**src/rtl/word_pkg.sv**
```systemverilog
// Shared encodings for the message overlay: game states, ROM message codes,
// overlay FSM states and the game-state to message mapping.
package word_pkg;

  typedef enum logic [1:0] {
    GS_WAIT = 2'b00,
    GS_PLAY = 2'b01,
    GS_LOST = 2'b10,
    GS_WON  = 2'b11
  } game_state_e;

  typedef enum logic [1:0] {
    MSG_WAIT = 2'b00,
    MSG_LOSE = 2'b01,
    MSG_NONE = 2'b10,
    MSG_WIN  = 2'b11
  } msg_e;

  typedef enum logic [1:0] {
    ST_HIDDEN    = 2'b00,
    ST_SHOW      = 2'b01,
    ST_BLINK_OFF = 2'b10
  } scan_state_e;

  function automatic msg_e msg_of(game_state_e gs);
    case (gs)
      GS_WAIT: msg_of = MSG_WAIT;
      GS_LOST: msg_of = MSG_LOSE;
      GS_WON:  msg_of = MSG_WIN;
      default: msg_of = MSG_NONE;
    endcase
  endfunction

endpackage

```
**src/rtl/word_box_map.sv**
```systemverilog
// Maps the current pixel onto a 16x16 glyph cell of the message box and
// registers the cell address plus the in-box flag one cycle after the pixel.
module word_box_map #(
  parameter int ORIGIN_X   = 256,
  parameter int ORIGIN_Y   = 176,
  parameter int SCALE_LOG2 = 3
) (
  input  logic       clock,
  input  logic       reset,
  input  logic [9:0] pixel_x,
  input  logic [9:0] pixel_y,
  output logic [3:0] rom_row,
  output logic [3:0] rom_col,
  output logic       in_box
);

  localparam int SPAN = 16 << SCALE_LOG2;

  logic [9:0] dx, dy;
  logic       in_box_d;
  logic [3:0] row_d, col_d;
  logic [3:0] row_q, col_q;
  logic       in_box_q;

  // Wrapping 10-bit offsets: a pixel left of / above the origin wraps to a
  // large value, so a single unsigned compare covers both box edges.
  assign dx       = pixel_x - 10'(ORIGIN_X);
  assign dy       = pixel_y - 10'(ORIGIN_Y);
  assign in_box_d = ({1'b0, dx} < 11'(SPAN)) && ({1'b0, dy} < 11'(SPAN));
  assign col_d    = in_box_d ? dx[SCALE_LOG2 +: 4] : 4'd0;
  assign row_d    = in_box_d ? dy[SCALE_LOG2 +: 4] : 4'd0;

  always_ff @(posedge clock or posedge reset) begin
    if (reset) begin
      row_q    <= '0;
      col_q    <= '0;
      in_box_q <= 1'b0;
    end else begin
      row_q    <= row_d;
      col_q    <= col_d;
      in_box_q <= in_box_d;
    end
  end

  assign rom_row = row_q;
  assign rom_col = col_q;
  assign in_box  = in_box_q;

endmodule

```
**src/rtl/word_scan_ctrl.sv**
```systemverilog
// Message overlay controller: latches game state on frame_tick, blinks the
// waiting message, and gates glyph ROM pixels through a 3-cycle pipeline.
module word_scan_ctrl
  import word_pkg::*;
#(
  parameter int ORIGIN_X     = 256,
  parameter int ORIGIN_Y     = 176,
  parameter int SCALE_LOG2   = 3,
  parameter int BLINK_FRAMES = 30
) (
  input  logic       clock,
  input  logic       reset,
  input  logic [1:0] game_state,
  input  logic       frame_tick,
  input  logic [9:0] pixel_x,
  input  logic [9:0] pixel_y,
  input  logic       rom_bit,
  output logic [3:0] rom_row,
  output logic [3:0] rom_col,
  output logic [1:0] rom_select,
  output logic       text_on
);

  localparam int             CW       = $clog2(BLINK_FRAMES + 1);
  localparam logic [CW-1:0]  CNT_LAST = CW'(BLINK_FRAMES - 1);

  scan_state_e   state_q, state_d;
  game_state_e   gs_q, gs_d, gs_in;
  logic [CW-1:0] cnt_q, cnt_d;
  logic          phase_q, phase_d;  // 1 = visible half of the blink
  logic          ib_d1, ib_d2_q;
  logic [2:1]    vis_q;
  logic          text_on_q;

  word_box_map #(
    .ORIGIN_X  (ORIGIN_X),
    .ORIGIN_Y  (ORIGIN_Y),
    .SCALE_LOG2(SCALE_LOG2)
  ) u_map (
    .clock  (clock),
    .reset  (reset),
    .pixel_x(pixel_x),
    .pixel_y(pixel_y),
    .rom_row(rom_row),
    .rom_col(rom_col),
    .in_box (ib_d1)
  );

  assign gs_in = game_state_e'(game_state);

  always_comb begin
    state_d = state_q;
    gs_d    = gs_q;
    cnt_d   = cnt_q;
    phase_d = phase_q;
    if (frame_tick) begin
      gs_d = gs_in;
      if (gs_in != gs_q) begin
        cnt_d   = '0;
        phase_d = 1'b1;
      end else if (gs_in == GS_WAIT) begin
        if (cnt_q == CNT_LAST) begin
          cnt_d   = '0;
          phase_d = ~phase_q;
        end else begin
          cnt_d = cnt_q + 1'b1;
        end
      end
      case (gs_in)
        GS_PLAY:         state_d = ST_HIDDEN;
        GS_LOST, GS_WON: state_d = ST_SHOW;
        default:         state_d = phase_d ? ST_SHOW : ST_BLINK_OFF;
      endcase
    end
  end

  always_ff @(posedge clock or posedge reset) begin
    if (reset) begin
      state_q <= ST_HIDDEN;
      gs_q    <= GS_PLAY;
      cnt_q   <= '0;
      phase_q <= 1'b1;
    end else begin
      state_q <= state_d;
      gs_q    <= gs_d;
      cnt_q   <= cnt_d;
      phase_q <= phase_d;
    end
  end

  // Visibility is captured with the pixel so in-flight pixels keep the
  // visibility that applied when they were presented.
  always_ff @(posedge clock or posedge reset) begin
    if (reset) begin
      vis_q     <= '0;
      ib_d2_q   <= 1'b0;
      text_on_q <= 1'b0;
    end else begin
      vis_q[1]  <= (state_q == ST_SHOW);
      vis_q[2]  <= vis_q[1];
      ib_d2_q   <= ib_d1;
      text_on_q <= rom_bit & ib_d2_q & vis_q[2];
    end
  end

  assign rom_select = msg_of(gs_q);
  assign text_on    = text_on_q;

endmodule

```
**config.mk**
```make
export PLATFORM = sky130hd
export DESIGN_NAME = word_scan_ctrl
export DESIGN_NICKNAME = d
export VERILOG_FILES = /design/src/rtl/word_pkg.sv /design/src/rtl/word_box_map.sv /design/src/rtl/word_scan_ctrl.sv
export SDC_FILE = /design/constraint.sdc
export NUM_CORES = 1
export LEC_CHECK = 0
export CAP_MARGIN = 20
export CORE_ASPECT_RATIO = 1.5
export CORE_MARGIN = 2
export CORE_UTILIZATION = 23
export DETAILED_ROUTE_END_ITERATION = 7
export SETUP_SLACK_MARGIN = 0.4
export SLEW_MARGIN = 40
export SYNTH_ARGS = -nofsm -noshare
export SYNTH_HDL_FRONTEND = slang
export SYNTH_SLANG_ARGS = --single-unit
```
**constraint.sdc**
```tcl
create_clock -name clock -period 2.65 [get_ports clock]
set_input_delay 0.795 -clock clock [delete_from_list [all_inputs] [get_ports clock]]
set_output_delay 0.795 -clock clock [all_outputs]
set_load 0.1 [all_outputs]
```
* Word level (Yosys, flattened, before mapping) *
Cells that the tools add are included.

storage, ports and cells
  bits in registers = 23
  latch bits = 0
  memory bits (writable) = 0
  ROM bits = 0
  bits of input ports = 26
  output and inout port bits = 11
  memories = 0

operators by class
  $add $sub $neg = 3
  multipliers = 0
  div/mod/pow operators = 0
  $lt $le $gt $ge = 2
  equal/unequal tests = 8
  shift-type cells = 0
  mux-type cells = 12
  bitwise operators = 3
  reductions and logical operators = 6

operator list
  operator                                                     number
  less-than comparator 10 x 8 -> 1 bit, second input constant  2
  2-to-1 mux 5 bit                                             3
  subtractor 10 x 8 -> 10 bit, second input constant           1
  subtractor 10 x 9 -> 10 bit, second input constant           1
  == test 2 bit, second input constant                         4
  2-to-1 mux 4 bit                                             2
  one-hot mux 2 bit (3 select lines)                           1
  adder 5 x 1 -> 5 bit, second input constant                  1
  == test 5 bit, second input constant                         1
  == test 2 x 1 -> 1 bit, second input constant                2
  logical NOT 2 bit                                            2
  2-to-1 mux 1 bit                                             4
  one-hot mux 2 bit (2 select lines)                           1
  bitwise AND 1 bit                                            2
  2-to-1 mux 2 bit                                             1
  != test 2 bit                                                1
  AND reduction 2 bit                                          1
  nonzero test 2 bit                                           1
  OR reduction 2 bit                                           1
  logical AND 1 bit                                            1
  inverter 1 bit                                               1

* Logic depth before layout (Yosys ltp) *
Gate-level depths: netlist of run 1.

  word-level depth = 7
  gate-level depth with buffers = 5
  mapped depth without buffers = 5

* By module *
A second synthesis of run 1 with hierarchy kept.

second synthesis, totals
  cells, all modules = 102
  area, all modules = 1119.8 um^2

by module, submodules not included
  module          times used  cells each  area an instance (um^2)  sequential area each (um^2)
  word_scan_ctrl  1           63          700.7                    352.8
  word_box_map    1           39          419.2                    225.2

* Worst setup path before layout of run 1 *
No wires, ideal clock.

  kind = register to output
  start point = register gs_q[0]
  end point = output port rom_select[1]
  data arrival time = 1.533 ns
  data required time = 1.855 ns
  path slack = 0.322 ns
  cell stages (with the launch flop) = 3
  cells stage by stage = dfstp_2 > buf_2 > clkbuf_1

on the way
  cells in the longest elaborated chain, start to end = 2
  elaborated cells between the ends (all ways) = 4
  those cells by class = eq/ne: 2; mux: 1; reduce/logical: 1

ends and longest elaborated chain
  element                                             RTL line              RTL
  from (decl)                                         word_scan_ctrl.sv:28  game_state_e gs_q, gs_d, gs_in;
  from (signal assigned)                              word_scan_ctrl.sv:85  gs_q <= gs_d;
  == test 2 bit or logical NOT 2 bit (tied branches)  word_pkg.sv:26        case (gs)
  one-hot mux 2 bit (3 select lines) *                word_pkg.sv:26
  to (decl)                                           word_scan_ctrl.sv:20  output logic [1:0] rom_select,

Mark *: on every way between the ends. The rest lies on a longest branch, timed or not.

* Worst setup path after layout of run 1 *
  start point = input port pixel_y[9]
  end point = register u_map.col_q[2], in the netlist u_map.rom_col[2]

on the way
  cells in the longest elaborated chain, start to end = 4

ends and longest elaborated chain
  element                               RTL line              RTL
  from (decl)                           word_scan_ctrl.sv:16  input logic [9:0] pixel_y,
  subtractor 10 x 8 -> 10 bit           word_box_map.sv:28    assign dy = pixel_y - 10'(ORIGIN_Y);
  less-than comparator 10 x 8 -> 1 bit  word_box_map.sv:29    assign in_box_d = ({1'b0, dx} < 11'(SPAN)) && ({1'b0, dy} < 11'(SPAN));
  logical AND 1 bit                     word_box_map.sv:29
  2-to-1 mux 4 bit                      word_box_map.sv:30    assign col_d = in_box_d ? dx[SCALE_LOG2 +: 4] : 4'd0;
  net u_map.col_d[2]                    word_box_map.sv:21    logic [3:0] row_d, col_d;
  to (signal assigned)                  word_box_map.sv:40    col_q <= col_d;
  to (decl)                             word_box_map.sv:22    logic [3:0] row_q, col_q;

The timed path passes the listed nets, and every way through them passes these cells.
A chain may end at the register's enable or synchronous reset.

==> run_summary.xml, run 1 <==
<?xml version="1.0" encoding="UTF-8"?>
<metrics>
  <group name="finish">
    <metric name="nets" unit="">164</metric>
    <metric name="layout-drive-gt1-share" unit="%">20.90</metric>
    <metric name="syn_to_final_growth" unit="%">35.49</metric>
    <metric name="fillers" unit="">501</metric>
    <metric name="commonest_non_fill_non_tap_cells_in_the_layout" unit="">dfrtp_1, clkdlybuf4s50_1, buf_4</metric>
    <metric name="most_common_library_cell_in_the_layout_ignoring_fill_and_taps" unit="">dfrtp_1</metric>
    <metric name="diodes" unit="">0</metric>
  </group>
  <group name="floorplan">
    <metric name="chipWidth" unit="um">61.98</metric>
    <metric name="num_rows" unit="">31</metric>
    <metric name="die_h" unit="um">90.98</metric>
    <metric name="ioPinCount" unit="">37</metric>
    <metric name="start_util" unit="%">23.92</metric>
    <metric name="fp.coreArea" unit="sq um">4848</metric>
    <metric name="floorplan.die_area" unit="sq um">5639</metric>
  </group>
  <group name="global_route">
    <metric name="grt_pass1_wl" unit="um">4181</metric>
    <metric name="global_route.usage.total" unit="%">9.653</metric>
    <metric name="grt-ovfl-total" unit="">0</metric>
    <metric name="grt_pass1_vias" unit="">974</metric>
    <metric name="grt_max_degree" unit="">24</metric>
    <metric name="grt_antenna_before_repair" unit="">0</metric>
  </group>
  <group name="setup_path">
    <metric name="number_of_cell_instances_on_the_worst_register_to_register_path" unit="">3</metric>
    <metric name="worst_r2r_endpoint" unit="">cnt_q[4]</metric>
    <metric name="regToRegSetupSlack" unit="ps">1040</metric>
    <metric name="required_time_at_the_endpoint_of_the_critical_path" unit="ps">2830</metric>
    <metric name="worst_setup_path_start_kind" unit="">primary input</metric>
    <metric name="critPathCaptureType" unit="">register</metric>
    <metric name="crit-reg2reg-launch" unit="">gs_q[0]</metric>
    <metric name="critPathArrivalTime" unit="ps">2340</metric>
    <metric name="timing.critical_path.fanout_max" unit="">8</metric>
    <metric name="critical_path_class" unit="">in2reg</metric>
    <metric name="startpoint" unit="">pixel_y[9]</metric>
  </group>
  <group name="synth">
    <metric name="synth-async-reset-ratio" unit="%">100.0</metric>
    <metric name="number_of_synthesized_flops_with_an_enable_pin" unit="">0</metric>
    <metric name="synth_area" unit="sq um">1160</metric>
    <metric name="number_of_register_bits_inferred_by_synthesis" unit="">23</metric>
    <metric name="yosys_warnings" unit="">0</metric>
    <metric name="post_synth_mux_area_share" unit="%">4.531</metric>
    <metric name="largest_family_of_logic_cells_by_synthesized_area" unit="">simple AND/OR/NAND/NOR gates</metric>
    <metric name="synth-main-ff-cell" unit="">dfrtp_1</metric>
    <metric name="post_synth_xor_area_fraction" unit="%">3.776</metric>
    <metric name="mappedNetlistNets" unit="">131</metric>
    <metric name="yosys.area_share.adder" unit="%">3.236</metric>
    <metric name="netlist_instances" unit="">102</metric>
    <metric name="register_area_share_after_synthesis" unit="%">49.84</metric>
    <metric name="synth_simple_gate_area_share" unit="%">17.37</metric>
    <metric name="syn-mean-instance-area" unit="sq um">11.37</metric>
    <metric name="synth-compound-area-share" unit="%">16.07</metric>
    <metric name="synth.distinct_cells" unit="">41</metric>
  </group>
  <group name="placed_design">
    <metric name="pre_cts_slack" unit="ps">146.1</metric>
    <metric name="portBuffers" unit="">30</metric>
    <metric name="final_wtd_congestion" unit="">0.8034</metric>
    <metric name="dp_hpwl" unit="um">1928</metric>
  </group>
  <group name="sta">
    <metric name="fmax" unit="MHz">463.5</metric>
    <metric name="worst_clock_skew" unit="ps">2.767</metric>
    <metric name="rsz0062_at_grt" unit="">no</metric>
    <metric name="finalSetupViolCount" unit="">0</metric>
    <metric name="aggregate_negative_setup_slack" unit="ps">0</metric>
    <metric name="hold_viol_final" unit="">0</metric>
    <metric name="worstMarginPinSlew" unit="ps">565.4</metric>
    <metric name="max_slew_margin" unit="%">62.04</metric>
    <metric name="timing.final.crit_share" unit="%">81.41</metric>
    <metric name="setup_slack" unit="ps">492.7</metric>
    <metric name="maxSlewViolCount" unit="">0</metric>
    <metric name="period_needed" unit="ps">2157</metric>
  </group>
  <group name="min_path">
    <metric name="min_path_cells" unit="">0</metric>
    <metric name="min_delay_endpoint" unit="">vis_q[2]</metric>
    <metric name="tightest_hold_check_type" unit="">reg2reg</metric>
    <metric name="holdCritStartpoint" unit="">vis_q[1]</metric>
  </group>
  <group name="pwr">
    <metric name="powerDensity" unit="nW/um^2">489.7</metric>
    <metric name="power_leakage" unit="nW">0.6632</metric>
    <metric name="vdd_drop_max" unit="V">0.0001808</metric>
  </group>
  <group name="clock_tree">
    <metric name="htree_num_levels" unit="">1</metric>
    <metric name="cts_tree" unit="">yes</metric>
    <metric name="cts_setup_buffers" unit="">0</metric>
    <metric name="worstSkewPairLatency" unit="ps">270</metric>
    <metric name="clk_transition_reported_paths" unit="ps">80</metric>
    <metric name="clock_sink_count" unit="">23</metric>
    <metric name="clock_tree.root_cell" unit="">clkbuf_8</metric>
    <metric name="cts_buffer_depth" unit="">2</metric>
    <metric name="cts_made_buffers" unit="">3</metric>
  </group>
  <group name="route">
    <metric name="remaining_antenna_violation_count_after_routing" unit="">0</metric>
    <metric name="starting_drt_drc_count" unit="">17</metric>
    <metric name="avgRoutedWirePerCell" unit="um">12.56</metric>
    <metric name="drt_drc_violations_left" unit="">0</metric>
    <metric name="drt_wl_total" unit="um">2512</metric>
    <metric name="vias_per_cell" unit="">4.720</metric>
    <metric name="num_vias" unit="">944</metric>
    <metric name="firstDrtPassIters" unit="">4</metric>
  </group>
  <group name="run_status">
    <metric name="status" unit="">finished clean</metric>
  </group>
  <group name="flow_run">
    <metric name="drv.max_cap_violation_count" unit="">0</metric>
  </group>
</metrics>
## cells in the mapped netlist (2+ instances only)
library cell | number | area, sq um
dfrtp_1 | 21 | 525.5
inv_1 | 7 | 26.28
nand4_1 | 6 | 37.54
nand2_1 | 5 | 18.77
a21boi_0 | 4 | 30.03
a21oi_1 | 3 | 15.01
ha_1 | 3 | 37.54
mux2i_1 | 3 | 30.03
nor2_1 | 3 | 11.26
xnor2_1 | 3 | 26.28
a21boi_1 | 2 | 15.01
and3_1 | 2 | 12.51
buf_2 | 2 | 10.01
clkbuf_1 | 2 | 7.510
dfstp_2 | 2 | 52.55
mux2_2 | 2 | 22.52
nor2b_1 | 2 | 12.51
nor4_1 | 2 | 12.51
o211ai_1 | 2 | 15.01
o21ai_0 | 2 | 10.01
o221ai_1 | 2 | 17.52
or4_1 | 2 | 15.01
xor2_1 | 2 | 17.52
## sequential cells by signal, summed over array words and instances (netlist names)
register and cells:
state_q 2, cnt_q 5, u_map.rom_row 4, gs_q 2
vis_q 2, u_map.in_box 1, text_on 1, u_map.rom_col 4
ib_d2_q 1, phase_q 1
## worst max-delay path by stage
stage / end / cells past startpoint / slack (ps)
6_report: u_map.rom_col[2] / 4 / 490
3_5_place_dp: u_map.rom_col[0] / 5 / 150
3_3_place_gp: u_map.rom_col[0] / 5 / 230
4_1_cts: u_map.rom_col[0] / 5 / 440
5_1_grt: u_map.rom_col[3] / 5 / 410
2_1_floorplan: rom_select[0] / 1 / 610
## worst max-delay path: stages
cell and delay [ps]:
clkdlybuf4s50_1 410, nor4b_2 510, nand3_1 350, a21boi_0 270
## per-stage QoR
step                hold slack, ps  area [sq um]  util [%]  power [mW]  std cells
CTS                          357.3          1560     32.18      0.7792        200
global placement             334.3          1511     31.17      0.5463        196
detailed placement           337.2          1511     31.17      0.5521        196
finish                       354.1          1572     32.41      0.7696        200
global route                 377.0          1572     32.41      0.8096        200
floorplan                    331.2          1161         -      0.4945        102
## area by class of cell
type / count / area (sq um) / share of cell area (%)
inverter: 7 / 26.28 / 1.672
clock inverter: 1 / 7.507 / 0.4777
clock buffer: 3 / 41.29 / 2.627
sequential: 23 / 578.1 / 36.78
tap: 66 / 82.58 / 5.255
multi-input combinational: 66 / 533.0 / 33.92
timing repair buffer: 34 / 302.8 / 19.27
## cell families (layout without fill, tap and decap cells)
| family | count (synthesis) | count (layout) |
|---|---|---|
| simple gates | 31 | 31 |
| flops | 23 | 23 |
| compound gates | 22 | 22 |
| buf+inv | 13 | 45 |
| xor+xnor | 5 | 5 |
| mux | 5 | 5 |
| fa+ha+maj | 3 | 3 |
## layer usage
layer	track usage, %	share of wire, %	vias to the layer above
li1	-	-	443
met1	9.937	37	473
met2	17.80	56	24
met3	1.709	5.4	4
met4	3.901	1.3	0
met5	0	0	-
## where the power goes
part	internal (mW)	switching (mW)
Combinational	0.0673	0.0919
Clock	0.106	0.119
Sequential	0.370	0.0158
Total	0.543	0.226
## what timing repair did
item	4_1_cts	5_1_grt
hold buffers	0	0
setup endpoints to repair	0	7
gates resized for setup	0	1
Note: power is estimated with default switching activity, not from simulation.
==> run 2: changes to the inputs <==
==> constraint.sdc (replaced) <==
create_clock -name clock -period 1.7 [get_ports clock]
set_input_delay 0.51 -clock clock [delete_from_list [all_inputs] [get_ports clock]]
set_output_delay 0.51 -clock clock [all_outputs]
set_load 0.1 [all_outputs]
==> run_summary.xml, run 2 (synthesis gave the netlist of run 1 again) <==
<?xml version="1.0" encoding="UTF-8"?>
<metrics>
  <group name="flow_run">
    <metric name="drv.max_cap_violation_count" unit="">0</metric>
  </group>
  <group name="sta">
    <metric name="rsz0062_at_grt" unit="">yes</metric>
    <metric name="fmax" unit="MHz">646.0</metric>
    <metric name="finalSetupViolCount" unit="">0</metric>
    <metric name="period_needed" unit="ps">1548</metric>
    <metric name="worst_clock_skew" unit="ps">8.130</metric>
    <metric name="hold_viol_final" unit="">0</metric>
    <metric name="maxSlewViolCount" unit="">0</metric>
    <metric name="max_slew_margin" unit="%">74.29</metric>
    <metric name="worstMarginPinSlew" unit="ps">385.6</metric>
    <metric name="timing.final.crit_share" unit="%">91.06</metric>
  </group>
  <group name="finish">
    <metric name="reg_with_most_ffs" unit="">cnt_q</metric>
    <metric name="multi_input_area" unit="sq um">713.2</metric>
    <metric name="most_common_library_cell_in_the_layout_ignoring_fill_and_taps" unit="">buf_4</metric>
    <metric name="final-seq-area" unit="sq um">590.6</metric>
    <metric name="fillers" unit="">466</metric>
    <metric name="syn_to_final_growth" unit="%">79.40</metric>
    <metric name="diodes" unit="">0</metric>
    <metric name="design_area" unit="sq um">2081</metric>
    <metric name="post_layout_nonfiller_instances" unit="">224</metric>
    <metric name="layout-drive-gt1-share" unit="%">56.33</metric>
    <metric name="nets" unit="">188</metric>
    <metric name="commonest_non_fill_non_tap_cells_in_the_layout" unit="">buf_4, dfrtp_1, buf_12</metric>
    <metric name="largest_register_ffs" unit="">5</metric>
  </group>
  <group name="clock_tree">
    <metric name="clock_tree.root_cell" unit="">clkbuf_8</metric>
    <metric name="clk_transition_reported_paths" unit="ps">90</metric>
    <metric name="cts_buffer_depth" unit="">2</metric>
    <metric name="worstSkewPairLatency" unit="ps">270</metric>
    <metric name="clock_sink_count" unit="">23</metric>
    <metric name="post_cts_hold_buffer_count" unit="">0</metric>
    <metric name="cts_tree" unit="">yes</metric>
    <metric name="htree_num_levels" unit="">1</metric>
    <metric name="cts_made_buffers" unit="">3</metric>
  </group>
  <group name="setup_path">
    <metric name="critical_path_class" unit="">reg2out</metric>
    <metric name="path_cells" unit="">buf_12</metric>
    <metric name="required_time_at_the_endpoint_of_the_critical_path" unit="ps">1190</metric>
    <metric name="crit_path_top_delay_cell" unit="">dfstp_2</metric>
    <metric name="worst_setup_path_start_kind" unit="">register</metric>
    <metric name="critical-path-top-delay-family" unit="">flip-flops</metric>
    <metric name="timing.critical_path.fanout_max" unit="">4</metric>
    <metric name="critPathMaxStageDelay" unit="ps">580</metric>
    <metric name="critPathCaptureType" unit="">primary output</metric>
    <metric name="cp.buffers_inverters" unit="">1</metric>
    <metric name="critPathArrivalTime" unit="ps">1040</metric>
  </group>
  <group name="pwr">
    <metric name="clock_power_share" unit="%">25.9</metric>
    <metric name="combPwrFrac" unit="%">29.2</metric>
    <metric name="sw_frac_of_total" unit="%">30.31</metric>
    <metric name="p_seq_share" unit="%">44.9</metric>
    <metric name="p_int" unit="uW">938.3</metric>
    <metric name="power_leakage" unit="nW">0.8541</metric>
    <metric name="powerDensity" unit="nW/um^2">647.1</metric>
    <metric name="total_switching_power" unit="uW">408.2</metric>
    <metric name="vdd_drop_max" unit="V">0.0004022</metric>
  </group>
  <group name="placed_design">
    <metric name="portBuffers" unit="">30</metric>
    <metric name="number_of_cells_in_the_design_after_placement" unit="">209</metric>
    <metric name="place_area" unit="sq um">1844</metric>
    <metric name="dp_hpwl" unit="um">2275</metric>
    <metric name="final_wtd_congestion" unit="">0.7459</metric>
  </group>
  <group name="route">
    <metric name="starting_drt_drc_count" unit="">21</metric>
    <metric name="firstDrtPassIters" unit="">4</metric>
    <metric name="vias_per_cell" unit="">4.746</metric>
    <metric name="remaining_antenna_violation_count_after_routing" unit="">0</metric>
    <metric name="drt_wl_total" unit="um">3069</metric>
    <metric name="num_vias" unit="">1063</metric>
    <metric name="avgRoutedWirePerCell" unit="um">13.70</metric>
    <metric name="drt_drc_violations_left" unit="">0</metric>
  </group>
  <group name="floorplan">
    <metric name="fp.coreArea" unit="sq um">4848</metric>
    <metric name="chipWidth" unit="um">61.98</metric>
    <metric name="start_util" unit="%">23.92</metric>
    <metric name="num_rows" unit="">31</metric>
    <metric name="ioPinCount" unit="">37</metric>
    <metric name="die_h" unit="um">90.98</metric>
    <metric name="floorplan.die_area" unit="sq um">5639</metric>
  </group>
  <group name="run_status">
    <metric name="status" unit="">finished clean</metric>
  </group>
  <group name="global_route">
    <metric name="grt_pass1_wl" unit="um">5264</metric>
    <metric name="global_route.usage.total" unit="%">12.21</metric>
    <metric name="grt-ovfl-total" unit="">0</metric>
    <metric name="grt_pass1_vias" unit="">1161</metric>
    <metric name="grt_max_degree" unit="">24</metric>
    <metric name="grt_antenna_before_repair" unit="">0</metric>
  </group>
  <group name="min_path">
    <metric name="tightest_hold_check_type" unit="">reg2reg</metric>
  </group>
</metrics>
run 2: changes by cell type in the layout (fill, tap and decap cells not counted), moves of 4 or more:
cell	before	now
buf_4	15	23
clkdlybuf4s50_1	19	7
dfrtp_1	21	11
buf_12	0	11
dfrtp_2	0	10
buf_6	0	4
a21boi_0	4	0
run 2: metrics by stage:
stage / setup TNS (ps) / utilization, % / total power, mW / hold slack [ps] / worst slack [ps]
after global placement: -3965 / 38.04 / 0.9316 / 332.6 / -267.7
after CTS: 0 / 41.50 / 1.344 / 358.5 / 147.8
after floorplan: 0 / - / 0.8111 / 331.2 / 225.9
after detailed placement: -4500 / 38.04 / 0.9438 / 339.3 / -300.1
final: 0 / 42.92 / 1.347 / 355.4 / 151.9
after global routing: 0 / 42.92 / 1.417 / 373.9 / 128.8
run 2: path summary, 6_finish.rpt:
| path | from | to | slack (ps) | cells past startpoint |
|---|---|---|---|---|
| min | u_map.in_box | ib_d2_q | 360 | 0 |
| min reg2reg | u_map.in_box | ib_d2_q | 360 | 0 |
| max reg2reg | gs_q[0] | cnt_q[0] | 190 | 3 |
| min in group asynchronous | reset | cnt_q[0] | 580 | 3 |
| max in group asynchronous | reset | gs_q[0] | 840 | 3 |
| max | gs_q[0] | rom_select[1] | 150 | 1 |
run 2: final cells by class:
class                           count  area share [%]
Multi-Input combinational cell     67           34.28
Timing Repair Buffer               57           29.89
Sequential cell                    23           28.38
Tap cell                           66           3.969
Clock buffer                        3           1.984
Inverter                            7           1.263
Clock inverter                      1          0.2405
run 2: power by group through the flow:
stage / Combinational (mW) / Clock (mW) / Sequential, mW
floorplan: 0.195 / 0 / 0.616
global placement: 0.315 / 0 / 0.617
CTS: 0.379 / 0.362 / 0.604
detailed placement: 0.325 / 0 / 0.619
finish: 0.394 / 0.349 / 0.604
global route: 0.422 / 0.387 / 0.608
run 2: timing repair:
item                       4_1_cts  5_1_grt
pin swaps                        8       10
resized for setup               44       17
setup buffers                    8        2
setup endpoints to repair       29       27
cloned                           1        0
run 2: metal layers:
metal	track usage, %	part of all wire (%)	up-vias
li1	-	-	499
met1	13.15	35	525
met2	21.53	58	32
met3	1.709	4.3	7
met4	6.383	2.9	0
met5	0	0	-
run 2: worst register-to-register path, stage by stage, from the launching register on:
cell and delay (ps):
dfstp_2 580, and4bb_2 270, a311oi_4 350, mux2i_1 240
==> run 3: changes to the inputs <==
--- a/config.mk
+++ b/config.mk
@@ -8,8 +8,9 @@
 export CAP_MARGIN = 20
 export CORE_ASPECT_RATIO = 1.5
 export CORE_MARGIN = 2
-export CORE_UTILIZATION = 23
+export CORE_UTILIZATION = 41
 export DETAILED_ROUTE_END_ITERATION = 7
+export PLACE_DENSITY = 0.75
 export SETUP_SLACK_MARGIN = 0.4
 export SLEW_MARGIN = 40
 export SYNTH_ARGS = -nofsm -noshare
==> run_summary.xml, run 3 (synthesis gave the netlist of run 1 again) <==
<?xml version="1.0" encoding="UTF-8"?>
<metrics>
  <group name="placed_design">
    <metric name="place_area" unit="sq um">1828</metric>
    <metric name="portBuffers" unit="">30</metric>
    <metric name="final_wtd_congestion" unit="">0.8419</metric>
    <metric name="dp_hpwl" unit="um">2151</metric>
  </group>
  <group name="route">
    <metric name="avgRoutedWirePerCell" unit="um">19.69</metric>
    <metric name="drt_wl_total" unit="um">3820</metric>
    <metric name="vias_per_cell" unit="">5.649</metric>
    <metric name="drt_drc_violations_left" unit="">0</metric>
    <metric name="num_vias" unit="">1096</metric>
    <metric name="starting_drt_drc_count" unit="">32</metric>
    <metric name="firstDrtPassIters" unit="">4</metric>
    <metric name="remaining_antenna_violation_count_after_routing" unit="">0</metric>
  </group>
  <group name="floorplan">
    <metric name="floorplan.die_area" unit="sq um">3279</metric>
    <metric name="ioPinCount" unit="">37</metric>
    <metric name="chipWidth" unit="um">47.43</metric>
    <metric name="start_util" unit="%">43.34</metric>
    <metric name="fp.coreArea" unit="sq um">2676</metric>
    <metric name="die_h" unit="um">69.14</metric>
    <metric name="num_rows" unit="">23</metric>
  </group>
  <group name="clock_tree">
    <metric name="clock_sink_count" unit="">23</metric>
    <metric name="clk_transition_reported_paths" unit="ps">90</metric>
    <metric name="htree_num_levels" unit="">1</metric>
    <metric name="cts_made_buffers" unit="">3</metric>
    <metric name="cts_tree" unit="">yes</metric>
    <metric name="cts_buffer_depth" unit="">2</metric>
    <metric name="clock_tree.root_cell" unit="">clkbuf_8</metric>
    <metric name="worstSkewPairLatency" unit="ps">270</metric>
  </group>
  <group name="setup_path">
    <metric name="critical-path-top-delay-family" unit="">flip-flops</metric>
    <metric name="number_of_cell_instances_on_the_worst_register_to_register_path" unit="">3</metric>
    <metric name="crit_cells" unit="">1</metric>
    <metric name="critPathArrivalTime" unit="ps">1060</metric>
    <metric name="regToRegSetupSlack" unit="ps">180</metric>
    <metric name="critPathMaxStageDelay" unit="ps">600</metric>
    <metric name="crit_path_top_delay_cell" unit="">dfstp_2</metric>
    <metric name="timing.critical_path.fanout_max" unit="">4</metric>
    <metric name="critPathCaptureType" unit="">primary output</metric>
    <metric name="critical_path_class" unit="">reg2out</metric>
    <metric name="cp.buffers_inverters" unit="">1</metric>
    <metric name="path_cells" unit="">buf_12</metric>
    <metric name="worst_setup_path_start_kind" unit="">register</metric>
    <metric name="worst_r2r_endpoint" unit="">cnt_q[1]</metric>
    <metric name="crit-reg2reg-launch" unit="">gs_q[0]</metric>
    <metric name="required_time_at_the_endpoint_of_the_critical_path" unit="ps">1190</metric>
  </group>
  <group name="finish">
    <metric name="largest_register_ffs" unit="">5</metric>
    <metric name="diodes" unit="">0</metric>
    <metric name="design_area" unit="sq um">2105</metric>
    <metric name="most_common_library_cell_in_the_layout_ignoring_fill_and_taps" unit="">buf_4</metric>
    <metric name="commonest_non_fill_non_tap_cells_in_the_layout" unit="">buf_4, buf_12, dfrtp_2</metric>
    <metric name="layout-drive-gt1-share" unit="%">59.87</metric>
    <metric name="syn_to_final_growth" unit="%">81.45</metric>
    <metric name="finish.utilization" unit="%">78.63</metric>
    <metric name="reg_with_most_ffs" unit="">cnt_q</metric>
    <metric name="nets" unit="">187</metric>
  </group>
  <group name="run_status">
    <metric name="status" unit="">finished clean</metric>
  </group>
  <group name="sta">
    <metric name="worstMarginPinSlew" unit="ps">344.1</metric>
    <metric name="max_slew_margin" unit="%">77.06</metric>
    <metric name="period_needed" unit="ps">1568</metric>
    <metric name="finalSetupViolCount" unit="">0</metric>
    <metric name="fmax" unit="MHz">637.7</metric>
    <metric name="maxSlewViolCount" unit="">0</metric>
    <metric name="hold_viol_final" unit="">0</metric>
    <metric name="timing.final.crit_share" unit="%">92.24</metric>
    <metric name="timing.hold.ws" unit="ps">367.1</metric>
    <metric name="worst_clock_skew" unit="ps">3.406</metric>
    <metric name="rsz0062_at_grt" unit="">yes</metric>
  </group>
  <group name="global_route">
    <metric name="global_route.usage.total" unit="%">22.23</metric>
    <metric name="grtUsageMet2" unit="%">38.44</metric>
    <metric name="top_usage_layer" unit="">met2</metric>
    <metric name="grt-ovfl-total" unit="">0</metric>
    <metric name="grt_max_degree" unit="">24</metric>
    <metric name="use_met1" unit="%">23.26</metric>
    <metric name="grtUsageMet3" unit="%">4.188</metric>
    <metric name="grt_pass1_vias" unit="">1210</metric>
    <metric name="grt_antenna_before_repair" unit="">0</metric>
    <metric name="grt_pass1_wl" unit="um">5257</metric>
  </group>
  <group name="min_path">
    <metric name="holdCritStartpoint" unit="">vis_q[1]</metric>
    <metric name="min_path_cells" unit="">0</metric>
    <metric name="min_delay_endpoint" unit="">vis_q[2]</metric>
    <metric name="tightest_hold_check_type" unit="">reg2reg</metric>
  </group>
  <group name="pwr">
    <metric name="powerDensity" unit="nW/um^2">656.7</metric>
    <metric name="vdd_drop_max" unit="V">0.0006456</metric>
    <metric name="report.power.total" unit="mW">1.382</metric>
    <metric name="power_leakage" unit="nW">0.8663</metric>
  </group>
  <group name="flow_run">
    <metric name="drv.max_cap_violation_count" unit="">0</metric>
  </group>
</metrics>
==> run 3: cell count changes in the layout (fill, tap and decap cells not counted), sizes merged <==
cell	delta
clkinv	-1
clkdlybuf4s15	-2
dlygate4sd2	+1
clkinvlp	+1
==> run 3: worst max path at each step <==
stage | start | endpoint | slack [ps]
floorplan | gs_q[0] | cnt_q[0] | 230
global placement | pixel_y[4] | u_map.rom_row[3] | -260
detailed placement | game_state[1] | cnt_q[0] | -300
CTS | gs_q[0] | rom_select[1] | 150
global route | gs_q[0] | rom_select[1] | 100
finish | gs_q[0] | rom_select[1] | 130
==> run 3: report_power, final <==
group | internal [mW] | switching (mW)
combinational | 0.199 | 0.215
sequential | 0.578 | 0.0334
clock | 0.166 | 0.190
total | 0.943 | 0.439
==> run 3: layer usage <==
layer / up-vias / wire length [um]
met5: - / 0
met4: 0 / 159
met3: 15 / 201
met2: 43 / 2120
met1: 544 / 1339
li1: 494 / -
==> run 3: area by class of cell <==
type                       instances  area (sq um)
tap                               37         46.29
clock buffer                       3         41.29
inverter                           7         26.28
timing repair buffer              56         620.6
multi-input combinational         67         770.7
sequential                        23         591.8
fill                             151         571.8
clock inverter                     1         7.507
==> run 3: stage by stage <==
step	TNS, ps	worst slack [ps]	cells
finish	0	131.9	194
global placement	-3798	-258.8	181
floorplan	0	225.9	102
CTS	0	150.1	192
detailed placement	-4430	-300.8	181
global route	0	100.4	194
==> run 3: timing repair <==
item / CTS / global route
gates cloned: 1 / 0
hold buffers: 0 / 0
gates resized for setup: 45 / 25
setup buffers: 6 / 2
setup endpoints to repair: 29 / 28
pin swaps: 9 / 11
==> variant, RTL diff (config.mk and constraints of run 2) <==
`ORIGIN_Y` is set to 176 in 2 places; all go to 128.
--- a/src/rtl/word_box_map.sv
+++ b/src/rtl/word_box_map.sv
@@ -4,3 +4,3 @@
   parameter int ORIGIN_X   = 256,
-  parameter int ORIGIN_Y   = 176,
+  parameter int ORIGIN_Y   = 128,
   parameter int SCALE_LOG2 = 3
--- a/src/rtl/word_scan_ctrl.sv
+++ b/src/rtl/word_scan_ctrl.sv
@@ -6,3 +6,3 @@
   parameter int ORIGIN_X     = 256,
-  parameter int ORIGIN_Y     = 176,
+  parameter int ORIGIN_Y     = 128,
   parameter int SCALE_LOG2   = 3,
Function: changed (a bounded check fails within 4 cycles, from zero or initial values and one cycle with reset high).
==> variant against run 2 <==
Critical path depth did not move; setup slack improved by 0.036 ns; total power fell by 9.4%; sequential cell count did not move; area after synthesis fell by 9.7%; combinational power fell by 25%; design area fell by 12%; wire length fell by 16%; clock skew fell by 0.0060 ns; sequential power fell by 1%; critical endpoint unchanged; largest cell class is now sequential cells; highest routed layer unchanged.
==> variant: results (changes against run 2) <==
[finish]
fillers=422  ; was 466
layout-drive-gt1-share_pct=50.7  ; was 56.3%
final_cells=186  ; was 224

[logic_synthesis]
netlist_instances=87  ; was 102
synth_compound_area_share_pct=14.5  ; was 16.1%
synthTopCellsByArea=dfrtp_1 50%, dfstp_2 5.0%, and2_1 4.8%  ; was dfrtp_1 45%, dfstp_2 4.5%, ha_1 3.2%
synth_common_cells=21 x dfrtp_1, 8 x and2_1, 6 x a31oi_1, 6 x inv_1  ; was 21 x dfrtp_1, 7 x inv_1, 6 x nand4_1, 5 x nand2_1, 4 x a21boi_0
synthAdderAreaFrac_pct=3.58  ; was 3.24%
synth_mux_area_share_pct=2.03  ; was 4.53%
synth.distinct_cells=38  ; was 41

[worst_setup_path]
critPathMaxFanout=2  ; was 4
worstReg2RegEnd=cnt_q[1]$_DFFE_PP0P_  ; was cnt_q[0]$_DFFE_PP0P_
worstRegToRegCells=4  ; was 3
arrival_ns=1.00  ; was 1.04 ns

[route]
drt-initial-drc-count=20  ; was 21
vias=923  ; was 1063

[power]
vdd.ir_drop.worst_uv=483  ; was 402 µV
cellLeakagePower_nw=0.777  ; was 0.854 nW

[min_path]
holdPathEnd=vis_q[2]$_DFF_PP0_  ; was ib_d2_q$_DFF_PP0_
hp-start=vis_q[1]$_DFF_PP0_  ; was u_map.in_box$_DFF_PP0_

[global_routing]
grt_pass1_wl_mm=4.52  ; was 5.26 mm
grt_util_all_layers_pct=11.3  ; was 12.2%
grt_pass1_vias=998  ; was 1161

[outcome]
status=complete, no violations  ; unchanged

[sta]
period_share_pct=89.0  ; was 91.1%

[place]
place_congestion=0.761  ; was 0.746

[variant: cell count changes in the layout (fill, tap and decap cells not counted), moves of 4 or more]
cell | before | now
and2_1 | 0 | 8
a31oi_1 | 1 | 6
nand4_1 | 6 | 1
a21boi_1 | 4 | 0
buf_4 | 23 | 19
clkdlybuf4s50_1 | 7 | 11
nand2_1 | 5 | 1
[variant: per-layer routing]
| metal | vias to the layer above | wire length (µm) | track usage, % |
|---|---|---|---|
| met1 | 468 | 906 | 12.6 |
| met5 | - | 0 | 0 |
| met4 | 0 | 34 | 3.10 |
| li1 | 420 | - | - |
| met3 | 4 | 198 | 3.43 |
| met2 | 31 | 1430 | 20.3 |
[variant: cell type report]
class / count / share of cell area, %
Inverter: 6 / 1.92
Clock inverter: 1 / 0.275
Clock buffer: 3 / 2.26
Sequential cell: 23 / 32.5
Tap cell: 48 / 3.29
Multi-Input combinational cell: 54 / 28.5
Timing Repair Buffer: 51 / 31.3
[variant: repair_timing]
action | in CTS | in global routing
endpoints found under the hold margin | 0 | 0
pin swaps | 17 | 3
gates cloned | 1 | 0
endpoints found under the setup margin | 29 | 24
buffers inserted | 10 | 0
gates resized for setup | 35 | 6
[variant: kinds of logic after synthesis]
family	count (synthesis)
fa+ha+maj	3
mux	2
simple gates	24
flops	23
xor+xnor	4
compound gates	20
buf+inv	11
[variant: stage by stage]
stage          total power [W]  area [µm²]
6_report               0.00122        1820
5_1_grt                0.00129        1820
3_5_place_dp          0.000860        1630
4_1_cts                0.00123        1810
3_3_place_gp          0.000853        1630
2_1_floorplan         0.000753        1120
[variant: power by group through the flow]
stage / sequential [W] / clock (W) / combinational [W]
4_1_cts: 0.000594 / 0.000345 / 0.000289
3_3_place_gp: 0.000609 / 0 / 0.000244
3_5_place_dp: 0.000611 / 0 / 0.000249
2_1_floorplan: 0.000614 / 0 / 0.000139
6_report: 0.000595 / 0.000330 / 0.000296
5_1_grt: 0.000598 / 0.000374 / 0.000317
[variant: how the worst max path moves through the flow]
stage,start,endpoint,cells past startpoint
after global routing,gs_q[0]$_DFFE_PP1P_,cnt_q[0]$_DFFE_PP0P_,4
after CTS,gs_q[0]$_DFFE_PP1P_,rom_select[1],1
after floorplan,game_state[0],cnt_q[3]$_DFFE_PP0P_,4
final,gs_q[0]$_DFFE_PP1P_,rom_select[1],1
after global placement,pixel_y[7],u_map.rom_col[0]$_DFF_PP0_,6
after detailed placement,pixel_y[7],u_map.rom_row[0]$_DFF_PP0_,6
